[config.mk]
export PLATFORM = sky130hd
export DESIGN_NAME = logic_unit_pipe
export DESIGN_NICKNAME = d
export VERILOG_FILES = /design/src/rtl/logic_unit_pipe.sv
export SDC_FILE = /design/constraint.sdc
export NUM_CORES = 1
export LEC_CHECK = 0
export ABC_AREA = 1
export CAP_MARGIN = 25
export CORE_ASPECT_RATIO = 0.5
export CORE_UTILIZATION = 59
export CTS_BUF_LIST = sky130_fd_sc_hd__clkbuf_4
export CTS_CLUSTER_SIZE = 40
export DETAILED_ROUTE_END_ITERATION = 16
export GPL_TIMING_DRIVEN = 0
export PLACE_DENSITY = 0.88
export RECOVER_POWER = 100
export SYNTH_ARGS = -nofsm -noshare
export SYNTH_HDL_FRONTEND = slang
export SYNTH_SLANG_ARGS = --single-unit
[constraint.sdc]
create_clock -name clk -period 6.2 [get_ports clk]
set_clock_uncertainty 0.15 [all_clocks]
set_input_delay 1.24 -clock clk [delete_from_list [all_inputs] [get_ports clk]]
set_output_delay 1.24 -clock clk [all_outputs]
set_load 0.005 [all_outputs]
[src/rtl/logic_unit_pipe.sv]
// Two-stage bitwise logic unit with valid/ready on both sides and an accumulator
// that can stand in for operand A so logic ops can be chained.
module logic_unit_pipe #(
   parameter int unsigned      WIDTH    = 8,
   parameter logic [WIDTH-1:0] ACC_INIT = '0
) (
   input  logic             clk,
   input  logic             rst_n,
   input  logic             in_valid,
   output logic             in_ready,
   input  logic [WIDTH-1:0] a,
   input  logic [WIDTH-1:0] b,
   input  logic [2:0]       op,
   input  logic             acc_sel,
   input  logic             acc_wr,
   output logic             out_valid,
   input  logic             out_ready,
   output logic [WIDTH-1:0] z,
   output logic             zero,
   output logic             parity,
   output logic [WIDTH-1:0] acc
);

   typedef enum logic [2:0] {
      OP_AND, OP_NAND, OP_OR, OP_NOR, OP_XOR, OP_XNOR, OP_PASS_A, OP_PASS_B
   } op_e;

   logic             v1_q, v2_q;
   logic [WIDTH-1:0] a_q, b_q;
   op_e              op_q;
   logic             sel_q, wr_q;
   logic [WIDTH-1:0] z_q, acc_q;
   logic             zero_q, par_q;

   logic             adv2, accept;
   logic [WIDTH-1:0] opa, res_d;

   assign adv2     = v1_q && (!v2_q || out_ready);
   assign in_ready = !v1_q || adv2;
   assign accept   = in_valid && in_ready;

   // acc_q already holds the previous op's write, so chained acc_sel ops need no bypass
   assign opa = sel_q ? acc_q : a_q;

   always_comb begin
      res_d = '0;
      case (op_q)
         OP_AND:    res_d = opa & b_q;
         OP_NAND:   res_d = ~(opa & b_q);
         OP_OR:     res_d = opa | b_q;
         OP_NOR:    res_d = ~(opa | b_q);
         OP_XOR:    res_d = opa ^ b_q;
         OP_XNOR:   res_d = ~(opa ^ b_q);
         OP_PASS_A: res_d = opa;
         OP_PASS_B: res_d = b_q;
         default:   res_d = '0;
      endcase
   end

   always_ff @(posedge clk) begin
      if (!rst_n) begin
         v1_q   <= 1'b0;
         a_q    <= '0;
         b_q    <= '0;
         op_q   <= OP_AND;
         sel_q  <= 1'b0;
         wr_q   <= 1'b0;
         v2_q   <= 1'b0;
         z_q    <= '0;
         zero_q <= 1'b1;
         par_q  <= 1'b0;
         acc_q  <= ACC_INIT;
      end else begin
         if (accept) begin
            v1_q  <= 1'b1;
            a_q   <= a;
            b_q   <= b;
            op_q  <= op_e'(op);
            sel_q <= acc_sel;
            wr_q  <= acc_wr;
         end else if (adv2) begin
            v1_q <= 1'b0;
         end

         if (adv2) begin
            v2_q   <= 1'b1;
            z_q    <= res_d;
            zero_q <= ~|res_d;
            par_q  <= ^res_d;
            if (wr_q) acc_q <= res_d;
         end else if (out_ready) begin
            v2_q <= 1'b0;
         end
      end
   end

   assign out_valid = v2_q;
   assign z         = z_q;
   assign zero      = zero_q;
   assign parity    = par_q;
   assign acc       = acc_q;

endmodule
After elaboration in Yosys (flattened, before gate mapping) --
Cells that the tools add are included.
Word-level totals: register bits 41, output and inout port bits 20, word-level logic and storage cells 43
Operators by class: equal/unequal tests 7, multiplexer cells 6, bitwise logic cells 6, reduce and logical (&&, ||, !) cells 13
Operators by type and width (number):
- 8-bit case mux with 8 select lines | 1
- 8-bit NOT | 3
- 3-bit == test (second input constant) | 4
- 8-bit bitwise AND | 1
- 8-bit 2-to-1 mux | 1
- 8-bit OR | 1
- 8-bit OR reduction | 1
- 8-bit parity | 1
- 8-bit bitwise XOR | 1
- 3-bit by 2-bit == test with 1-bit output (second input constant) | 2
- 1-bit 2-to-1 mux | 4
- 2-bit nonzero test | 2
- 3-bit by 1-bit == test with 1-bit output (second input constant) | 1
- 1-bit zero test | 3
- 3-bit zero test | 1
- 1-bit logical AND | 2
- 1-bit logical OR | 2
- 2-bit AND reduction | 1

Logic depth before layout (Yosys ltp) --
Gate-level depths: netlist of the first run.
word-level depth 6, depth in mapped cells 16, gate-level depth less buffers 16

Least setup slack after synthesis of the first run --
Ideal clock, no wire load.
kind input to output, start input out_ready, end output in_ready, arrival 1.389 ns, required time 4.810 ns, slack 3.421 ns, cell stages on the path 2, cells stage by stage inv_1 -> nand3_1
On the way: longest elaborated chain between the ends 3
Ends and longest elaborated chain:
- start, declared | RTL line 17 | input logic out_ready,
- 1-bit logical OR | RTL line 38 | assign adv2 = v1_q && (!v2_q || out_ready);
- 1-bit logical AND | RTL line 38
- 1-bit logical OR | RTL line 39 | assign in_ready = !v1_q || adv2;
- end, declared | RTL line 10 | output logic in_ready,
Every way passes these cells.

Final worst setup path of the first run --
Same ends and word-level chain as after synthesis.

==> flow_metrics.env, run 1 <==
export IMPL_dieArea_sq_um=4510
export IMPL_ys_types=23
export IMPL_die_w_um=94.0
export IMPL_crit_path_end_kind="output pin"
export IMPL_max_slew_worst_pin_slew_ps=657
export IMPL_status="finished clean"
export IMPL_cts_tree="yes"
export IMPL_num_vias=2629
export IMPL_final_nets=454
export IMPL_detail_route_wl_per_cell_um=15.1
export IMPL_cts_buffers=5
export IMPL_critical_path_class="primary input to output pin"
export IMPL_min_path_type="flop to flop"
export IMPL_grt_pass1_vias=2096
export IMPL_setup_viol=0
export IMPL_cts_max_level=2
export IMPL_power_leakage_uw=0.00141
export IMPL_avgSynthCellArea_sq_um=6.96
export IMPL_grt_pass1_wl_mm=10.2
export IMPL_r2r_start="sel_q"
export IMPL_period_needed_ps=3920
export IMPL_drive_above_1_share=0.0636
export IMPL_worst_skew_pair_late_latency_ps=360
export IMPL_gp_congestion=0.914
export IMPL_hold_viol_final=0
export IMPL_path_clk_slew_ps=120
export IMPL_area_growth_synth_to_final_pct=22.6
export IMPL_place_ws_ps=2450
export IMPL_drc=0
export IMPL_num_rows=16
export IMPL_r2r_end="parity"
export IMPL_io_buffers=43
export IMPL_critPathLaunch="out_ready"
export IMPL_rsz0062_at_grt="false"
export IMPL_ios=45
export IMPL_initial_core_util=0.627
export IMPL_clockBufferDepth=2
export IMPL_crit_path_frequent_cell="dlygate4sd3_1"
export IMPL_fmax_ghz=0.255
export IMPL_post_dp_hpwl_mm=5.10
export IMPL_cp_endpoint="in_ready"
export IMPL_fin_ws_ps=2280
export IMPL_slowest_delay_ps=590
export IMPL_grt_overflow=0
export IMPL_reg2reg_slack_ps=3090
export IMPL_firstDrtPassIters=7
export IMPL_synth_top_cells_by_area="dfxtp_1, o21ai_0, nor2_1"
export IMPL_postCtsSetupBuffers=0
export IMPL_tns_ps=0
export IMPL_netlist_area_sq_um=2500
export IMPL_ys_ff_latch=41
export IMPL_antenna_found_initial=0
export IMPL_cp_start_kind="primary input"
export IMPL_mostFrequentLayoutCell="nor2_1"
export IMPL_cpMaxStageDelayCell="dlygate4sd3_1"
export IMPL_grt_max_degree=13
export IMPL_mostFrequentLayoutCells="nor2_1, o21ai_0, inv_1, dfxtp_1, nand2_1"
export IMPL_ys_seq_area_frac=0.328
export IMPL_final_max_slew_violation_count=0
export IMPL_critPathArrivalTime_ps=2530
export IMPL_ir_drop_mv=0.118
export IMPL_antenna_left=0
export IMPL_critical_path_cell_chain="dlygate4sd3_1 > inv_1 > nand3_1 > dlygate4sd3_1"
export IMPL_cap_violations=0
export IMPL_ctsHoldBuffers=0
export IMPL_p_per_area_nw_per_um2=219
export IMPL_postCtsResizedCells=0
export IMPL_slew_headroom=0.561
export IMPL_path_max_fanout=3
export IMPL_yosysTopAreaCellShare=0.328
export IMPL_syn_inst=359
export IMPL_cts_sinks=41
export IMPL_synth_top_area_cell="dfxtp_1"
export IMPL_core_sq_um=3980
export IMPL_track_usage=0.313
export IMPL_yosys_warnings=0
export IMPL_syn_nets=404
export IMPL_fin_crit_sh=0.633
export IMPL_wirelength_mm=6.97
export IMPL_ctsRootBufferMaster="clkbuf_4"
export IMPL_antenna_cells=0
export IMPL_post_drt_via_cell_ratio=5.68
export IMPL_r2r_cells=13
export IMPL_die_h_um=48.0
export IMPL_worstPathRequired_ps=4810
export IMPL_holdPathStages=2
export IMPL_drt_initial_drc_count=140
export IMPL_finalCoreUtilization=0.769
-- layer usage --
metal | part of all wire | up-vias | GRT usage
met5 | 0 | - | 0
met4 | 0.017 | 0 | 0.0677
met3 | 0.093 | 17 | 0.0603
met2 | 0.45 | 123 | 0.542
met1 | 0.44 | 1213 | 0.419
li1 | - | 1276 | -
-- cell type report --
type / instances / area [sq um]
Multi-Input combinational cell: 258 / 1430
Fill cell: 306 / 921
Sequential cell: 41 / 821
Timing Repair Buffer: 43 / 430
Inverter: 45 / 169
Buffer: 15 / 72.6
Tap cell: 54 / 67.6
Clock buffer: 5 / 37.5
Clock inverter: 2 / 35.0
-- flip-flops by register name, summed over array words and instances, names as in the netlist --
name and count:
b_q 8, acc 8, sel_q 1, z 8, zero 1, a_q 8, parity 1, v1_q 1
op_q 3, wr_q 1, out_valid 1
-- report_power, final --
group	switching, uW	internal, uW
Sequential	12.6	282
Clock	93.4	82.2
Combinational	119	82.8
-- cells by family (layout without fill, tap and decap cells) --
group                    count (synthesis)  in the layout  synth area share
AND/OR/NAND/NOR                        157            157             0.307
AO/OA/AOI/OAI                           78             78             0.156
buffers and inverters                   60            110            0.0971
flip-flops                              41             41             0.328
adder cells (fa/ha/maj)                 20             20             0.100
XOR/XNOR                                 3              3            0.0105
-- critical path: cells and delay by family --
| family | cells | cell delay [ps] |
|---|---|---|
| buffers and inverters | 3 | 1190 |
| and+or+nand+nor | 1 | 100 |
-- synthesized netlist by cell type --
cell	instances
a21oi_1	18
buf_2	5
buf_4	1
buf_6	1
clkbuf_1	8
dfxtp_1	41
ha_1	20
inv_1	43
inv_2	2
nand2_1	37
nand2_2	1
nand3_1	11
nand3_2	8
nand3_4	1
nand3b_1	14
nand4_1	11
nor2_1	72
nor2_2	1
nor2_8	1
o21ai_0	55
o21ai_1	5
xnor2_1	2
xor2_1	1
-- worst min path at each step --
stage | startpoint | endpoint | slack [ps]
floorplan | wr_q | wr_q | 280
global placement | wr_q | wr_q | 290
detailed placement | wr_q | wr_q | 300
CTS | wr_q | wr_q | 320
global route | wr_q | wr_q | 360
finish | wr_q | wr_q | 320
-- through the flow --
| stage | power (uW) | hold slack [ps] | cell area, sq um | std cells |
|---|---|---|---|---|
| after floorplan | 426 | 280 | 2500 | 359 |
| after global placement | 487 | 294 | 3000 | 456 |
| after detailed placement | 500 | 304 | 3000 | 456 |
| after CTS | 668 | 320 | 3070 | 463 |
| after global routing | 704 | 364 | 3060 | 463 |
| final | 672 | 321 | 3060 | 463 |
Note: power is estimated with default switching activity, not from simulation.
==> run 2: changes to the inputs <==
--- a/config.mk
+++ b/config.mk
@@ -8,12 +8,12 @@
 export ABC_AREA = 1
 export CAP_MARGIN = 25
 export CORE_ASPECT_RATIO = 0.5
-export CORE_UTILIZATION = 59
+export CORE_UTILIZATION = 54
 export CTS_BUF_LIST = sky130_fd_sc_hd__clkbuf_4
 export CTS_CLUSTER_SIZE = 40
 export DETAILED_ROUTE_END_ITERATION = 16
 export GPL_TIMING_DRIVEN = 0
-export PLACE_DENSITY = 0.88
+export PLACE_DENSITY = 0.82
 export RECOVER_POWER = 100
 export SYNTH_ARGS = -nofsm -noshare
 export SYNTH_HDL_FRONTEND = slang
==> constraint.sdc (replaced) <==
create_clock -name clk -period 3.96 [get_ports clk]
set_clock_uncertainty 0.15 [all_clocks]
set_input_delay 0.792 -clock clk [delete_from_list [all_inputs] [get_ports clk]]
set_output_delay 0.792 -clock clk [all_outputs]
set_load 0.005 [all_outputs]
==> flow_metrics.env, run 2 (synthesis results as in run 1) <==
export IMPL_crit_path_frequent_cell="dlygate4sd3_1"
export IMPL_cts_buffers=5
export IMPL_mostFrequentLayoutCell="nor2_1"
export IMPL_postCtsResizedCells=0
export IMPL_drt_initial_drc_count=198
export IMPL_ctsHoldBuffers=0
export IMPL_path_clk_slew_ps=120
export IMPL_drc=0
export IMPL_pwr_share_seq=0.442
export IMPL_antenna_found_initial=0
export IMPL_nFillCells=382
export IMPL_cp_top_family="buffers and inverters"
export IMPL_ir_drop_mv=0.182
export IMPL_die_h_um=50.1
export IMPL_drive_above_1_share=0.0512
export IMPL_cp_buffers_inverters=3
export IMPL_mostFrequentLayoutCells="nor2_1, o21ai_0, inv_1, dfxtp_1, nand2_1"
export IMPL_final_nets=454
export IMPL_status="finished clean"
export IMPL_p_switching_uw=335
export IMPL_initial_core_util=0.565
export IMPL_core_sq_um=4420
export IMPL_num_rows=17
export IMPL_cpMaxStageDelayCell="dlygate4sd3_1"
export IMPL_firstDrtPassIters=7
export IMPL_max_slew_worst_pin_slew_ps=632
export IMPL_cp_start_kind="primary input"
export IMPL_worstPathRequired_ps=3020
export IMPL_rsz0062_at_grt="false"
export IMPL_cp_depth=4
export IMPL_critical_path_cell_chain="dlygate4sd3_1 > inv_1 > nand3_1 > dlygate4sd3_1"
export IMPL_die_w_um=98.2
export IMPL_ios=45
export IMPL_grt_overflow=0
export IMPL_min_path_type="flop to flop"
export IMPL_track_usage=0.305
export IMPL_period_needed_ps=3030
export IMPL_tns_ps=0
export IMPL_critPathArrivalTime_ps=2090
export IMPL_ctsRootBufferMaster="clkbuf_4"
export IMPL_post_dp_hpwl_mm=5.04
export IMPL_io_buffers=43
export IMPL_cts_max_level=2
export IMPL_final_max_slew_violation_count=0
export IMPL_detail_route_wl_per_cell_um=14.6
export IMPL_clockBufferDepth=2
export IMPL_gp_congestion=0.974
export IMPL_wirelength_mm=6.83
export IMPL_postCtsSetupBuffers=0
export IMPL_power_leakage_uw=0.00138
export IMPL_dieArea_sq_um=4920
export IMPL_internal_power_uw=707
export IMPL_p_sw_frac=0.321
export IMPL_holdPathStages=2
export IMPL_hold_viol_final=0
export IMPL_path_max_fanout=3
export IMPL_area_growth_synth_to_final_pct=22.0
export IMPL_p_comb_frac=0.291
export IMPL_fin_area_sq_um=3050
export IMPL_cap_violations=0
export IMPL_num_vias=2571
export IMPL_critical_path_class="primary input to output pin"
export IMPL_clockPowerShare=0.267
export IMPL_worst_skew_pair_late_latency_ps=360
export IMPL_slowest_delay_ps=590
export IMPL_post_drt_via_cell_ratio=5.51
export IMPL_place_area_sq_um=3000
export IMPL_crit_path_end_kind="output pin"
export IMPL_p_per_area_nw_per_um2=342
export IMPL_grt_max_degree=13
export IMPL_r2r_cells=13
export IMPL_grt_pass1_vias=2484
export IMPL_setup_viol=0
export IMPL_grt_pass1_wl_mm=11.4
export IMPL_antenna_left=0
export IMPL_antenna_cells=0
export IMPL_fmax_ghz=0.330
export IMPL_cts_tree="yes"
export IMPL_fin_crit_sh=0.765
export IMPL_cts_sinks=41
export IMPL_slew_headroom=0.577
-- run 2: stage by stage --
stage | worst slack (ps) | hold WS [ps] | utilization | instances | power, uW
after CTS | 1110 | 320 | 0.696 | 467 | 1050
after floorplan | 1600 | 280 | - | 359 | 667
final | 931 | 316 | 0.689 | 467 | 1040
after detailed placement | 1120 | 302 | 0.678 | 459 | 777
after global routing | 664 | 351 | 0.689 | 467 | 1110
after global placement | 1120 | 298 | 0.678 | 459 | 763
-- run 2: worst register-to-register path: stages, from the launching register on --
cell and delay (ps):
dfxtp_1 460, clkbuf_1 360, nand2_1 110, o21ai_0 200
ha_1 330, o21ai_0 180, nor2_1 70, nand3_1 200
inv_1 80, ha_1 300, xnor2_1 140, xnor2_1 120
o21ai_0 140, inv_1 50
-- run 2: cell type report --
class                           count  area, sq um  share of cell area
Inverter                           45          169              0.0554
Multi-Input combinational cell    258         1410               0.461
Timing Repair Buffer               43          430               0.141
Sequential cell                    41          821               0.269
Tap cell                           57         71.3              0.0234
Clock buffer                        6         45.0              0.0148
Clock inverter                      2         33.8              0.0111
Buffer                             15         72.6              0.0238
-- run 2: metal layers --
metal  global-route usage  wire, um
met5                    0         0
met4                0.112        79
met3               0.0667       599
met2                0.507      3020
met1                0.393      3130
-- run 2: final timing paths --
check / startpoint / endpoint / slack, ps
setup reg to reg: sel_q / parity / 970
hold reg to reg: wr_q / wr_q / 320
hold / removal: wr_q / wr_q / 320
setup / recovery: out_ready / in_ready / 930
-- run 2: power by group through the flow --
stage               registers [uW]  logic (uW)  clock network (uW)
finish                         461         303                 279
detailed placement             470         307                   0
floorplan                      467         200                   0
global placement               468         295                   0
CTS                            461         308                 282
global route                   465         342                 306
==> run 3: changes to the inputs <==
==> constraint.sdc (replaced) <==
create_clock -name clk -period 2.9 [get_ports clk]
set_clock_uncertainty 0.15 [all_clocks]
set_input_delay 0.58 -clock clk [delete_from_list [all_inputs] [get_ports clk]]
set_output_delay 0.58 -clock clk [all_outputs]
set_load 0.005 [all_outputs]
==> flow_metrics.env, run 3 (synthesis results as in run 1) <==
export IMPL_r2r_start="sel_q"
export IMPL_ios=45
export IMPL_cts_buffers=5
export IMPL_nFillCells=378
export IMPL_io_buffers=43
export IMPL_r2r_end="parity"
export IMPL_slew_headroom=0.584
export IMPL_critPathArrivalTime_ps=2880
export IMPL_place_area_sq_um=3000
export IMPL_grt_overflow=0
export IMPL_num_vias=2595
export IMPL_initial_core_util=0.565
export IMPL_detail_route_wl_per_cell_um=14.7
export IMPL_cts_tree="yes"
export IMPL_hold_start="wr_q"
export IMPL_antenna_found_initial=0
export IMPL_crit_path_frequent_cell="o21ai_0"
export IMPL_fin_crit_sh=0.950
export IMPL_mostFrequentLayoutCell="nor2_1"
export IMPL_ir_drop_mv=0.254
export IMPL_cp_buffers_inverters=3
export IMPL_core_sq_um=4420
export IMPL_final_nets=454
export IMPL_slowest_delay_ps=370
export IMPL_drt_initial_drc_count=189
export IMPL_drive_above_1_share=0.0634
export IMPL_clockBufferDepth=2
export IMPL_worst_skew_pair_late_latency_ps=370
export IMPL_fmax_ghz=0.363
export IMPL_ctsRootBufferMaster="clkbuf_4"
export IMPL_cts_max_level=2
export IMPL_hold_viol_final=0
export IMPL_worstPathRequired_ps=3020
export IMPL_cp_start_kind="flop"
export IMPL_crit_path_end_kind="flop"
export IMPL_power_leakage_uw=0.00140
export IMPL_wirelength_mm=6.88
export IMPL_antenna_cells=0
export IMPL_die_h_um=50.1
export IMPL_grt_max_degree=13
export IMPL_drc=0
export IMPL_critical_path_class="flop to flop"
export IMPL_final_max_slew_violation_count=0
export IMPL_path_max_fanout=10
export IMPL_cp_top_family="compound AO/OA/AOI/OAI gates"
export IMPL_antenna_left=0
export IMPL_cts_sinks=41
export IMPL_grt_pass1_vias=2484
export IMPL_cap_violations=0
export IMPL_gp_congestion=0.974
export IMPL_firstDrtPassIters=7
export IMPL_grt_pass1_wl_mm=11.4
export IMPL_num_rows=17
export IMPL_dieArea_sq_um=4920
export IMPL_rsz0062_at_grt="false"
export IMPL_status="finished clean"
export IMPL_reg2reg_slack_ps=140
export IMPL_p_total_uw=1430
export IMPL_mostFrequentLayoutCells="nor2_1, o21ai_0, inv_1, dfxtp_1, nand2_1"
export IMPL_holdPathStages=2
export IMPL_p_per_area_nw_per_um2=467
export IMPL_ctsHoldBuffers=0
export IMPL_max_slew_worst_pin_slew_ps=622
export IMPL_hold_path_end="wr_q"
export IMPL_die_w_um=98.2
export IMPL_cpMaxStageDelayCell="dfxtp_2"
export IMPL_critical_path_cell_chain="clkbuf_4 > o21ai_0 > ha_1 > nand3_1 > o21ai_0 > nor2_1 > nand3_2 > inv_1 > ha_1 > xnor2_1 > xnor2_1 > o21ai_0 > inv_1"
export IMPL_fin_area_sq_um=3070
export IMPL_period_needed_ps=2760
export IMPL_post_dp_hpwl_mm=5.04
export IMPL_r2r_cells=13
export IMPL_min_path_type="flop to flop"
export IMPL_post_drt_via_cell_ratio=5.56
export IMPL_area_growth_synth_to_final_pct=22.8
export IMPL_path_clk_slew_ps=120
export IMPL_holdWs_ps=316
export IMPL_track_usage=0.305
export IMPL_tns_ps=0
export IMPL_setup_viol=0
run 3: where the power goes:
group | total [uW] | switching (uW) | leakage, uW | internal [uW]
registers | 629 | 26.4 | 0.000339 | 603
logic | 418 | 241 | 0.00102 | 176
clock network | 385 | 196 | 0.0000433 | 189
total | 1430 | 464 | 0.00140 | 968
run 3: per-stage QoR:
stage / std cells / util / setup WS (ps)
global route: 467 / 0.693 / 6.65
finish: 467 / 0.693 / 144
CTS: 467 / 0.696 / 154
floorplan: 359 / - / 537
detailed placement: 459 / 0.678 / 187
global placement: 459 / 0.678 / 239
run 3: tightest hold or removal path, cell delays in order (launching register included):
cell,delay (ps)
dfxtp_1,320
inv_1,60
a21oi_1,50
run 3: final cells by class:
type	instances	area (sq um)	area share
multi-input cells	258	1420	0.463
flip-flops and latches	41	822	0.268
repair buffers	43	430	0.140
inverters	45	169	0.0551
plain buffers	15	76.3	0.0249
well taps	57	71.3	0.0232
clock buffers	6	45.0	0.0147
clock inverters	2	33.8	0.0110
run 3: what timing repair did:
action | 4_1_cts | 5_1_grt
resized for setup | 0 | 3
hold endpoints to repair | 0 | 0
setup buffers | 0 | 0
setup endpoints to repair | 0 | 1
run 3: how the worst max path moves through the flow:
stage	start	to	slack, ps	cells past startpoint
global placement	sel_q	parity	240	16
CTS	sel_q	parity	150	13
global route	sel_q	parity	7	13
finish	sel_q	parity	140	13
detailed placement	sel_q	parity	190	13
floorplan	sel_q	parity	540	13
run 3: routing by layer:
metal  vias up  global-route usage  wire length (um)
li1       1271                   -                 -
met1      1205               0.393              3150
met2       111               0.507              3130
met3         8              0.0667               553
met4         0               0.112                58
met5         -                   0                 0
==> patch 1: new RTL, settings of run 3 <==
Make the reset (`rst_n`) asynchronous in one clocked block.
--- a/src/rtl/logic_unit_pipe.sv
+++ b/src/rtl/logic_unit_pipe.sv
@@ -59,3 +59,3 @@
 
-   always_ff @(posedge clk) begin
+   always_ff @(posedge clk or negedge rst_n) begin
       if (!rst_n) begin
Function: differs if rst_n is asserted again (counterexample within 4 cycles, from zero or initial values and one cycle with rst_n low); with rst_n held inactive, the same outputs for 4 cycles.
==> patch 1 against run 3 <==
Routed wire length up 11%. Sequential cell count unchanged. Hold slack better by 28 ps. Synthesized cell count rose by 6.1%. Design area is 12% higher. Setup slack better by 72 ps. Area after synthesis is 15% higher.
Power is not compared: it rests on default switching activity, and its combinational part moved more than twofold at a synthesized area within 25%.
==> patch 1: results (changes against run 3) <==
crit-path max FO=9 (-1); Vias=2716 (+4.7%); Synth Area in XOR/XNOR=0.917% (-0.13 points); status=finished clean; final wirelength=7640 um (+11%); Placed Area=0.00341 mm^2 (+14%); Detailed Place HPWL=5580 um (+11%); placer congestion estimate=0.866 (-11%); metal2 WL=3530 um (+13%); CP arrival=2790 ps (-90 ps); synth unique cells=24 (+4.3%); Top FF cell, synth=dfrtp_1; sequential-to-total area share from yosys stat=35.9% (+3.0 points); Clk pin slew, worst setup/hold paths=150 ps (+30 ps); DP Worst Slack=331 ps (+144 ps); Post-Place Cells=496 (+8.1%); top post-synthesis cells by count=nand2_1 (113), inv_1 (48), dfrtp_1 (40); FFs w/ async S/R, synth=100% (+100 points); share of layout cells above drive strength 1=10.6% (+4.2 points); Slew headroom=43.7% (-15 points); M1 WL=3560 um (+13%); Cells after Synth=381 (+6.1%); Final Non-Filler Cells=505 (+8.1%); CP max stage cell=dfrtp_1; Global Route Usage Sum=28.6% (-1.9 points); adder-cell share of the synthesized area=8.74% (-1.3 points); global-route wire length before repair=12100 um (+6.4%); CP delay by family, top=simple AND/OR/NAND/NOR gates; 1st-iter DRT viols=190 (+0.53%); Filler cells=434 (+15%); mux cell area share after synthesis=0.786% (+0.79 points)
==> patch 1: timing repair <==
item / 4_1_cts / 5_1_grt
setup endpoints to repair: 0 / 0
buffers inserted: 0 / 0
gates resized for setup: 0 / 0
hold endpoints to repair: 7 / 0
hold buffers: 1 / 0
==> patch 1: path summary, 6_finish.rpt <==
check | startpoint | end | slack (ps) | cells past startpoint
max | sel_q | parity | 220 | 16
min | z[7] | z[7] | 340 | 2
max reg2reg | sel_q | parity | 220 | 16
min reg2reg | z[7] | z[7] | 340 | 2
max in group asynchronous | rst_n | acc[5] | 910 | 3
min in group asynchronous | rst_n | op_q[0] | 500 | 2
==> patch 1: final cells by class <==
type | count | area [um^2] | area share, %
clock inverter | 2 | 38.8 | 1.13
multi-input combinational | 267 | 1450 | 42.1
tap | 70 | 87.6 | 2.55
clock buffer | 6 | 45.0 | 1.31
sequential | 41 | 1030 | 29.9
timing repair buffer | 46 | 449 | 13.1
buffer | 18 | 126 | 3.67
inverter | 55 | 216 | 6.29
==> patch 2: new RTL, config.mk and constraints of run 3 <==
Made on the original files. Change the parameter `WIDTH` from 8 to 12.
--- a/src/rtl/logic_unit_pipe.sv
+++ b/src/rtl/logic_unit_pipe.sv
@@ -3,3 +3,3 @@
 module logic_unit_pipe #(
-   parameter int unsigned      WIDTH    = 8,
+   parameter int unsigned      WIDTH    = 12,
    parameter logic [WIDTH-1:0] ACC_INIT = '0
Ports: changed (resized a, acc, b and z); port bits go from 45 to 61. No check against the original RTL was run, so the function may have changed too.
==> patch 2 against run 3 <==
Area after synthesis grew 57%. Critical path type unchanged. Sequential cell count grew 16. Hold slack lost 0.71 ps. Routed wire length grew 70%. Setup slack gained 15 ps. Clock power grew 88%. Power grew 66%. Core utilization grew 0.99 points. Design area grew 57%. Sequential power grew 38%. Combinational power grew 88%. Synthesized cell count grew 63%.
==> patch 2: results (changes against run 3) <==
Detailed Place HPWL=8070 um (+60%); Worst Hold End=a_q[4]; Skew-Pair Late Insertion Delay=450 ps (+80 ps); M1 GR Usage=44.9% (+5.7 points); status=finished clean; Cells after Synth=584 (+63%); Slew headroom=56.3% (-2.0 points); via/cell ratio=5.43 (-2.3%); vias in the first global route=3766 (+52%); post-layout net count=719 (+58%); synth unique cells=24 (+4.3%); CP arrival=2940 ps (+60 ps); CP delay by family, top=simple AND/OR/NAND/NOR gates; # H-tree levels=3 (+1); share of layout cells above drive strength 1=10.6% (+4.2 points); GR Util met3=7.44% (+0.78 points); 1st-iter DRT viols=491 (+160%); Placed Area=0.00463 mm^2 (+54%); number of buffers created by CTS=9 (+4); post-DR wirelength/cell=15.5 um (+5.2%); top post-synthesis cells by count=nand2_1 (92), inv_1 (88), nor2_1 (83); met2 Track Usage GR=48.4% (-2.3 points); post-layout minimum cycle time=2740 ps (-14.7 ps); Filler cells=583 (+54%); sequential-to-total area share from yosys stat=29.1% (-3.8 points)
## patch 2: metal layers
metal  wire length [um]  vias up
li1                   -     2015
met5                  0        -
met2               5070      202
met1               5310     1850
met4                171        0
met3               1130       22
## patch 2: cells by family (layout without fill, tap and decap cells)
family	count (synthesis)	count (layout)	share of synthesized area, %
xor gates and xnor gates	5	5	1.12
buffers and inverters	133	210	15.8
adders and majority gates	30	30	9.56
AOI/OAI and AO/OA	86	86	11.0
DFF	57	57	29.1
and+or+nand+nor	273	273	33.4
## patch 2: power breakdown
group | internal, mW | switching [mW] | leakage (nW) | total (mW)
Sequential | 0.837 | 0.0319 | 0.471 | 0.869
Combinational | 0.322 | 0.465 | 1.87 | 0.787
Clock | 0.356 | 0.367 | 0.0831 | 0.723
## patch 2: layout make-up
type,count,area (um^2),share of cell area (%)
tap,92,115,2.39
buffer,39,264,5.47
sequential,57,1140,23.7
timing repair buffer,61,606,12.6
inverter,94,353,7.32
clock inverter,7,101,2.10
clock buffer,9,67.6,1.40
multi-input combinational,394,2170,45.1
